### config.mk
export PLATFORM = sky130hd
export DESIGN_NAME = alu_serial_ctrl
export DESIGN_NICKNAME = d
export VERILOG_FILES = /design/src/rtl/alu_ctrl_pkg.sv /design/src/rtl/alu_1bit.sv /design/src/rtl/alu_serial_ctrl.sv
export SDC_FILE = /design/constraint.sdc
export NUM_CORES = 1
export LEC_CHECK = 0
export BUFFER_PORTS_ARGS = -buffer_cell sky130_fd_sc_hd__buf_2
export CORE_MARGIN = 1
export CORE_UTILIZATION = 50
export DETAILED_ROUTE_END_ITERATION = 6
export PLACE_DENSITY = 0.83
export REMOVE_ABC_BUFFERS = 1
export SETUP_SLACK_MARGIN = 0.4
export SLEW_MARGIN = 20
export SYNTH_ARGS = -nofsm -noshare
export SYNTH_HDL_FRONTEND = slang
export SYNTH_SLANG_ARGS = --single-unit
### constraint.sdc
create_clock -name clk -period 3.9 [get_ports clk]
set_input_delay 0.39 -clock clk [delete_from_list [all_inputs] [get_ports clk]]
set_output_delay 0.39 -clock clk [all_outputs]
set_load 0.05 [all_outputs]
### src/rtl/alu_ctrl_pkg.sv
// Shared encodings for the bit-serial ALU sequencer: function codes, FSM states,
// 1-bit slice op encodings and the func -> slice-control decode.
package alu_ctrl_pkg;

  localparam logic [2:0] FUNC_AND = 3'b000;
  localparam logic [2:0] FUNC_OR  = 3'b001;
  localparam logic [2:0] FUNC_ADD = 3'b010;
  localparam logic [2:0] FUNC_SUB = 3'b110;
  localparam logic [2:0] FUNC_NOR = 3'b100;
  localparam logic [2:0] FUNC_SLT = 3'b111;

  localparam logic [2:0] OP_AND = 3'b000;
  localparam logic [2:0] OP_OR  = 3'b001;
  localparam logic [2:0] OP_SUM = 3'b010;

  typedef enum logic [1:0] {
    IDLE = 2'd0,
    RUN  = 2'd1,
    DONE = 2'd2
  } state_t;

  typedef struct packed {
    logic       ainvert;
    logic       bnegate;
    logic [2:0] op;
  } ctrl_t;

  function automatic ctrl_t decode_func(input logic [2:0] f);
    ctrl_t c;
    c = '{ainvert: 1'b0, bnegate: 1'b0, op: OP_AND};
    case (f)
      FUNC_OR:            c.op = OP_OR;
      FUNC_ADD:           c.op = OP_SUM;
      FUNC_SUB, FUNC_SLT: begin c.bnegate = 1'b1; c.op = OP_SUM; end
      FUNC_NOR:           begin c.ainvert = 1'b1; c.bnegate = 1'b1; end
      default:            c.op = OP_AND;
    endcase
    return c;
  endfunction

  function automatic logic is_supported(input logic [2:0] f);
    return (f == FUNC_AND) || (f == FUNC_OR) || (f == FUNC_ADD) ||
           (f == FUNC_SUB) || (f == FUNC_NOR) || (f == FUNC_SLT);
  endfunction

endpackage

### src/rtl/alu_1bit.sv
// One-bit ALU slice: optional operand inversion, AND/OR/full-add selected by op.
// Purely combinational; cout is the full-adder carry of the (possibly inverted) inputs.
module alu_1bit
  import alu_ctrl_pkg::*;
(
  input  logic       a,
  input  logic       b,
  input  logic       ainvert,
  input  logic       bnegate,
  input  logic       cin,
  input  logic [2:0] op,
  output logic       result,
  output logic       cout
);

  logic aa;
  logic bb;

  assign aa   = a ^ ainvert;
  assign bb   = b ^ bnegate;
  assign cout = (aa & bb) | (aa & cin) | (bb & cin);

  always_comb begin
    result = 1'b0;
    case (op)
      OP_AND:  result = aa & bb;
      OP_OR:   result = aa | bb;
      OP_SUM:  result = aa ^ bb ^ cin;
      default: result = 1'b0;
    endcase
  end

endmodule

### src/rtl/alu_serial_ctrl.sv
// Bit-serial ALU sequencer: one bit per clock through a single alu_1bit, LSB first.
// Latency WIDTH+1 cycles from accepted start to done; start is ignored while busy.
module alu_serial_ctrl
  import alu_ctrl_pkg::*;
#(
  parameter int WIDTH = 32
) (
  input  logic             clk,
  input  logic             reset,
  input  logic             start,
  input  logic [2:0]       func,
  input  logic [WIDTH-1:0] a,
  input  logic [WIDTH-1:0] b,
  output logic             busy,
  output logic             done,
  output logic [WIDTH-1:0] result,
  output logic             zero,
  output logic             carry_out,
  output logic             overflow
);

  localparam int CW = (WIDTH > 1) ? $clog2(WIDTH) : 1;

  state_t           state, state_nxt;
  logic [WIDTH-1:0] a_sr, b_sr;
  logic [WIDTH-2:0] r_sr;
  logic [2:0]       func_q;
  logic [CW-1:0]    cnt;
  logic             carry;

  ctrl_t            ctl;
  logic             s_res, s_cout;
  logic             last;
  logic [WIDTH-1:0] r_shift;
  logic             ovf_fin;
  logic [WIDTH-1:0] res_nxt;
  logic             c_nxt, v_nxt;

  assign ctl = decode_func(func_q);

  // Carry register is preloaded with bnegate, so it doubles as cin on the first step.
  alu_1bit u_slice (
    .a       (a_sr[0]),
    .b       (b_sr[0]),
    .ainvert (ctl.ainvert),
    .bnegate (ctl.bnegate),
    .cin     (carry),
    .op      (ctl.op),
    .result  (s_res),
    .cout    (s_cout)
  );

  assign last    = (state == RUN) && (cnt == CW'(WIDTH - 1));
  assign r_shift = {s_res, r_sr};
  assign ovf_fin = carry ^ s_cout;
  assign busy    = (state != IDLE);
  assign done    = (state == DONE);

  always_ff @(posedge clk or posedge reset) begin
    if (reset) state <= IDLE;
    else       state <= state_nxt;
  end

  always_comb begin
    state_nxt = state;
    case (state)
      IDLE:    if (start) state_nxt = RUN;
      RUN:     if (last) state_nxt = DONE;
      DONE:    state_nxt = IDLE;
      default: state_nxt = IDLE;
    endcase
  end

  // Final result and flags, evaluated during the last RUN step.
  always_comb begin
    res_nxt = '0;
    c_nxt   = 1'b0;
    v_nxt   = 1'b0;
    case (func_q)
      FUNC_ADD, FUNC_SUB: begin
        res_nxt = r_shift;
        c_nxt   = s_cout;
        v_nxt   = ovf_fin;
      end
      FUNC_SLT: res_nxt = {{(WIDTH-1){1'b0}}, s_res ^ ovf_fin};
      default:  if (is_supported(func_q)) res_nxt = r_shift;
    endcase
  end

  always_ff @(posedge clk or posedge reset) begin
    if (reset) begin
      a_sr      <= '0;
      b_sr      <= '0;
      r_sr      <= '0;
      func_q    <= '0;
      cnt       <= '0;
      carry     <= 1'b0;
      result    <= '0;
      zero      <= 1'b0;
      carry_out <= 1'b0;
      overflow  <= 1'b0;
    end else begin
      case (state)
        IDLE: if (start) begin
          a_sr   <= a;
          b_sr   <= b;
          func_q <= func;
          cnt    <= '0;
          carry  <= decode_func(func).bnegate;
        end
        RUN: begin
          a_sr  <= a_sr >> 1;
          b_sr  <= b_sr >> 1;
          r_sr  <= r_shift[WIDTH-1:1];
          carry <= s_cout;
          if (last) begin
            result    <= res_nxt;
            zero      <= (res_nxt == '0);
            carry_out <= c_nxt;
            overflow  <= v_nxt;
          end else begin
            cnt <= cnt + 1'b1;
          end
        end
        default: ;
      endcase
    end
  end

endmodule

==> out/summary.txt, run 1 <==
Crit Path Category -> reg -> reg
Syn Inst Count -> 576
Mean Syn Cell Area -> 10.1 um^2
Routed WL per cell -> 15.0 um
drt drc -> 0
max incr delay on CP -> 0.51 ns
minimum clock period -> 2.49 ns
Row Count -> 39
RSZ-0062 raised after global routing -> false
max-cap violations -> 0
CP Capture Type -> register
worst reg2reg path endpoint -> result[0]
Iter 0 DRT Violations -> 289
R2R depth -> 8
number of fill cells -> 933
Slew headroom -> 0.328
Finished Core Util -> 0.612
die area -> 12100 um^2
CTS sink cnt -> 141
status -> complete, no violations
worst slew pin tran -> 1.01 ns
slowest CP cell -> fa_1
# resized after CTS -> 0
Fmax -> 0.401 GHz
clock root cell -> clkbuf_16
net switching power -> 2360 uW
Worst Hold Class -> in -> async
largest net degree at the start of global routing -> 102
commonest non-fill, non-tap cell in the layout -> nand2_1
TritonCTS Buffers -> 17
I/O pin cnt -> 107
Final Wtd Congestion -> 0.778
Core Area -> 11400 um^2
asr flop ratio synth -> 1.00
Post-synth EDFFs -> 0
Setup Fix Bufs, Post-CTS -> 0
most frequent cells in the layout -> 232 x nand2_1, 141 x dfrtp_1, 106 x buf_2
Detailed Place HPWL -> 8060 um
layout cells sized above 1 -> 0.218
Overall Global Routing Usage -> 0.228
clock network power share -> 0.246
Netlist Area Pre-Place -> 5830 um^2
CTS tree -> yes
Final TNS setup -> 0 ns
worst r2r src -> func_q[1]
Pre-Repair DR Iteration Count -> 5
GRT Residual Overflow -> 0
final hold vios -> 0
ys flop type -> dfrtp_1
Clock Latency Late Sink -> 0.42 ns
Routed Antenna Nets -> 0
Pint -> 3710 uW
LEAKAGE -> 0.00368 uW
Syn-to-layout area delta -> 19.4%
sequential power share -> 0.408
crit path DAT -> 2.85 ns
post-synthesis cell type count -> 35
sw frac -> 0.389
CTS Buffer Depth -> 2
Peak VDD IR -> 0.000496 V
Fin Clk Skew -> 0.00648 ns
PwrDens -> 872 nW/um^2
Via density -> 5.30
Vias -> 4387
Starting Density -> 0.513
final setup violating endpoints -> 0
Synth Warn # -> 0
critical path peak fanout -> 8
Port Buf Inserts -> 106
Logic pwr share -> 0.346
global-route wire length before repair -> 20900 um
die width -> 110 um
Post-CTS Hold Fix Bufs -> 0
Final WS setup -> 1.41 ns
routed wire length -> 12400 um
dpl ws -> 1.42 ns
clock slew seen by the registers of the worst setup and hold paths -> 0.06 ns
#FFs+latches synth -> 141
H-Tree Depth -> 4
Worst Setup Start Kind -> register
Max Slew Vio Count -> 0
fin nets -> 746
worst-path cell chain -> nor3_1 > xor2_1 > inv_1 > fa_1 > mux2i_1 > or4_1 > nand3_1 > mux2_1
sequential cell area fraction in the yosys report -> 0.605
antenna violations before repair -> 2
Tcrit/Tclk final -> 0.640
die height -> 110 um
vias in the first global route -> 4474
R2R Setup Slk -> 1.41 ns
Critical Path RT -> 4.25 ns
[Yosys cell counts, types with 3 or more instances]
cell type / count / area (um^2)
dfrtp_1: 141 / 3530
ha_1: 4 / 50.1
o21ai_1: 7 / 35.0
nor4_1: 6 / 37.5
a22oi_1: 62 / 465
clkbuf_1: 9 / 33.8
buf_2: 24 / 120
mux2i_1: 3 / 30.0
nor2_1: 5 / 18.8
xor2_1: 4 / 35.0
inv_1: 9 / 33.8
nor3_1: 3 / 15.0
nand2_1: 232 / 871
a22o_1: 32 / 280
buf_6: 3 / 33.8
[worst max-delay path by stage]
stage          startpoint         to  slack (ns)  cells after the start
6_report        func_q[1]  result[0]        1.41                      8
5_1_grt         func_q[1]  result[0]        1.23                      8
4_1_cts         func_q[1]  result[0]        1.40                      8
3_5_place_dp    func_q[1]  result[0]        1.42                      8
3_3_place_gp    func_q[1]  result[0]        1.57                      8
2_1_floorplan    state[1]  result[0]       -2.04                      4
[cell type report]
type / instances / area (um^2) / area share
diodes: 1 / 2.50 / 0.000359
clock buffers: 25 / 485 / 0.0697
clock inverters: 7 / 62.6 / 0.00898
inverters: 11 / 46.3 / 0.00665
multi-input cells: 386 / 2070 / 0.297
flip-flops and latches: 141 / 3530 / 0.507
well taps: 143 / 179 / 0.0257
repair buffers: 114 / 591 / 0.0848
[cell families (layout without fill, tap and decap cells)]
group	Yosys count	in the layout	share of synthesized area
AOI/OAI and AO/OA	107	107	0.140
xor gates and xnor gates	5	5	0.00751
adders and majority gates	5	5	0.0120
buffers and inverters	49	157	0.0418
DFF	141	141	0.605
muxes	6	6	0.0109
other	0	1	0
and+or+nand+nor	263	263	0.182
[power by group through the flow]
stage / logic (uW) / registers, uW / clock network, uW
2_1_floorplan: 1270 / 2740 / 0
3_3_place_gp: 2000 / 2450 / 0
3_5_place_dp: 2120 / 2480 / 0
4_1_cts: 2130 / 2470 / 1510
5_1_grt: 2370 / 2560 / 1580
6_report: 2100 / 2480 / 1490
[registers in the layout, indices dropped and copies added (netlist names)]
register   cells
func_q         3
r_sr          31
result        32
cnt            5
carry_out      1
overflow       1
state          2
zero           1
b_sr          32
a_sr          32
carry          1
[critical path: cells and delay by family (launching register included)]
family        cells  cell delay, ns
xor+xnor          1            0.25
fa+ha+maj         1            0.51
buf+inv           1            0.12
flops             1            0.47
mux               2            0.22
simple gates      3            0.86
[per-stage QoR]
stage	total power [uW]	instance area [um^2]	std cells	hold slack (ns)
final	6070	6960	828	0.151
after global routing	6500	6960	828	0.178
after CTS	6110	6960	827	0.174
after detailed placement	4610	6410	795	0.462
after global placement	4450	6410	795	0.458
after floorplan	4010	5630	538	0.446
[routing by layer]
metal / GRT usage / vias up / wire, um
li1: - / 2138 / -
met1: 0.275 / 2111 / 5450
met2: 0.365 / 125 / 5850
met3: 0.0929 / 13 / 987
met4: 0.0895 / 0 / 125
met5: 0 / - / 0
(Power assumes the default switching activity.)
==> inputs of run 2 (changes only) <==
--- a/config.mk
+++ b/config.mk
@@ -7,9 +7,9 @@
 export LEC_CHECK = 0
 export BUFFER_PORTS_ARGS = -buffer_cell sky130_fd_sc_hd__buf_2
 export CORE_MARGIN = 1
-export CORE_UTILIZATION = 50
+export CORE_UTILIZATION = 55
 export DETAILED_ROUTE_END_ITERATION = 6
-export PLACE_DENSITY = 0.83
+export PLACE_DENSITY = 0.86
 export REMOVE_ABC_BUFFERS = 1
 export SETUP_SLACK_MARGIN = 0.4
 export SLEW_MARGIN = 20
==> constraint.sdc (replaced) <==
create_clock -name clk -period 2.4 [get_ports clk]
set_input_delay 0.24 -clock clk [delete_from_list [all_inputs] [get_ports clk]]
set_output_delay 0.24 -clock clk [all_outputs]
set_load 0.05 [all_outputs]
==> out/summary.txt, run 2 (synthesis results as in run 1) <==
status -> finished, violations left
failing checks -> DRC
CP bufs+invs -> 2 (+1)
die height -> 105 um (-4.6%)
Final WS setup -> 0.0520 ns (-1.35 ns)
Worst Hold Class -> in -> reg
critical path peak fanout -> 4 (-4)
dpl ws -> -0.0283 ns (-1.45 ns)
layout cells sized above 1 -> 0.239 (+0.0208)
Row Count -> 37 (-5.1%)
Final Wtd Congestion -> 0.811 (+4.2%)
Routed WL per cell -> 16.4 um (+9.4%)
worst slew pin tran -> 0.776 ns (-0.230 ns)
minimum clock period -> 2.35 ns (-0.147 ns)
Syn-to-layout area delta -> 34.2%
final setup violating endpoints -> 0 (unchanged)
Starting Density -> 0.565 (+0.0520)
CTS Buffer Depth -> 2 (unchanged)
Overall Power -> 10600 uW (+75%)
CTS tree -> yes
die width -> 105 um (-4.6%)
PwrDens -> 1350 nW/um^2 (+55%)
worst-path cell chain -> inv_2 > o21ai_4 > xnor2_2 > inv_1 > fa_1 > mux2i_2 > or4_4 > nand3_2 > mux2_4
commonest non-fill, non-tap cell in the layout -> nand2_1
drt drc -> 1 (+1)
max-cap violations -> 0 (unchanged)
slowest CP cell -> fa_1
Iter 0 DRT Violations -> 313 (+8.3%)
clock slew seen by the registers of the worst setup and hold paths -> 0.07 ns (about the same)
final hold vios -> 0 (unchanged)
fin nets -> 829 (+11%)
vias in the first global route -> 5131 (+15%)
largest net degree at the start of global routing -> 53 (-48%)
Detailed Place HPWL -> 8300 um (+2.9%)
biggest regs -> a_sr x32, b_sr x32, result x32
clock root cell -> clkbuf_8
CTS sink cnt -> 141 (unchanged)
Crit Path Category -> reg -> reg
crit path DAT -> 2.81 ns (-0.04 ns)
Fin Clk Skew -> 0.0130 ns (+0.00648 ns)
Slew headroom -> 0.482 (+0.154)
I/O pin cnt -> 107 (unchanged)
most frequent cells in the layout -> 232 x nand2_1, 140 x dfrtp_1, 106 x buf_2
Worst Setup Start Kind -> register
routed wire length -> 14800 um (+19%)
TritonCTS Buffers -> 17 (unchanged)
Overall Global Routing Usage -> 0.285 (+0.0567)
antenna violations before repair -> 1 (-1)
RSZ-0062 raised after global routing -> true
Peak VDD IR -> 0.000673 V (+36%)
CP top delay family -> simple AND/OR/NAND/NOR gates
GRT Residual Overflow -> 0 (unchanged)
Pre-Repair DR Iteration Count -> 7 (+2)
global-route wire length before repair -> 24400 um (+17%)
Routed Antenna Nets -> 0 (unchanged)
Core Area -> 10300 um^2 (-9.2%)
die area -> 11000 um^2 (-8.9%)
Via density -> 5.51 (+3.9%)
max incr delay on CP -> 0.54 ns (+0.03 ns)
Critical Path RT -> 2.86 ns (-1.39 ns)
LEAKAGE -> 0.00405 uW (+9.9%)
Clock Latency Late Sink -> 0.52 ns (+0.10 ns)
Tcrit/Tclk final -> 0.978 (+0.339)
Port Buf Inserts -> 106 (unchanged)
Vias -> 4977 (+13%)
CP Capture Type -> register
H-Tree Depth -> 4 (unchanged)
Max Slew Vio Count -> 0 (unchanged)
Fmax -> 0.426 GHz (+6.3%)
==> run 2: changes by cell type in the layout (fill, tap and decap cells not counted), sizes merged <==
cell | previous run | this run
buf | 114 | 129
bufinv | 1 | 0
clkbuf | 25 | 17
clkinv | 5 | 1
clkinvlp | 1 | 4
dlygate4sd3 | 0 | 68
inv | 11 | 21
==> run 2: worst paths after layout <==
check                          start        end  slack, ns  cells past startpoint
hold reg to reg              b_sr[9]    b_sr[9]       0.49                      2
hold / removal                 start    b_sr[4]       0.29                      6
setup reg to reg           func_q[0]  result[0]       0.05                      9
setup / recovery           func_q[0]  result[0]       0.05                      9
max in group asynchronous      reset    a_sr[6]       1.44                      4
min in group asynchronous      reset   a_sr[10]       0.30                      3
==> run 2: final cells by class <==
class                   instances  area (um^2)
inverters                      11         46.3
well taps                     136          170
diodes                          1         2.50
flip-flops and latches        141         3530
multi-input cells             386         2140
fillers                       622         2500
clock inverters                15          128
clock buffers                  17          414
repair buffers                197         1400
==> run 2: worst reg2reg max path, stage by stage (launching register included) <==
cell,delay [ns]
dfrtp_1,0.41
inv_2,0.09
o21ai_4,0.17
xnor2_2,0.14
inv_1,0.11
fa_1,0.54
mux2i_2,0.09
or4_4,0.50
nand3_2,0.09
mux2_4,0.15
==> run 2: power breakdown <==
part	switching, uW	total, uW	internal [uW]
registers	718	4060	3340
clock network	1120	2420	1310
logic	2550	4120	1570
==> run 2: through the flow <==
step	instance area, um^2	cells	util	setup TNS [ns]	hold WS, ns
2_1_floorplan	5630	538	-	-549.97	0.362
3_3_place_gp	6450	792	0.624	0	0.294
3_5_place_dp	6450	792	0.624	-0.0470	0.304
4_1_cts	7740	899	0.749	0	0.281
5_1_grt	7830	904	0.758	-0.101	0.310
6_report	7830	904	0.758	0	0.294
==> run 2: metal layers <==
metal / up-vias / wire [um] / GRT usage
met4: 0 / 435 / 0.140
met2: 219 / 7590 / 0.480
li1: 2310 / - / -
met3: 41 / 801 / 0.0580
met1: 2407 / 6000 / 0.350
met5: - / 0 / 0
==> run 2: what timing repair did <==
item	in CTS	in global routing
pin swaps	7	4
hold buffers	68	0
endpoints found under the hold margin	114	0
resized for setup	7	11
setup buffers	7	4
setup endpoints to repair	35	47
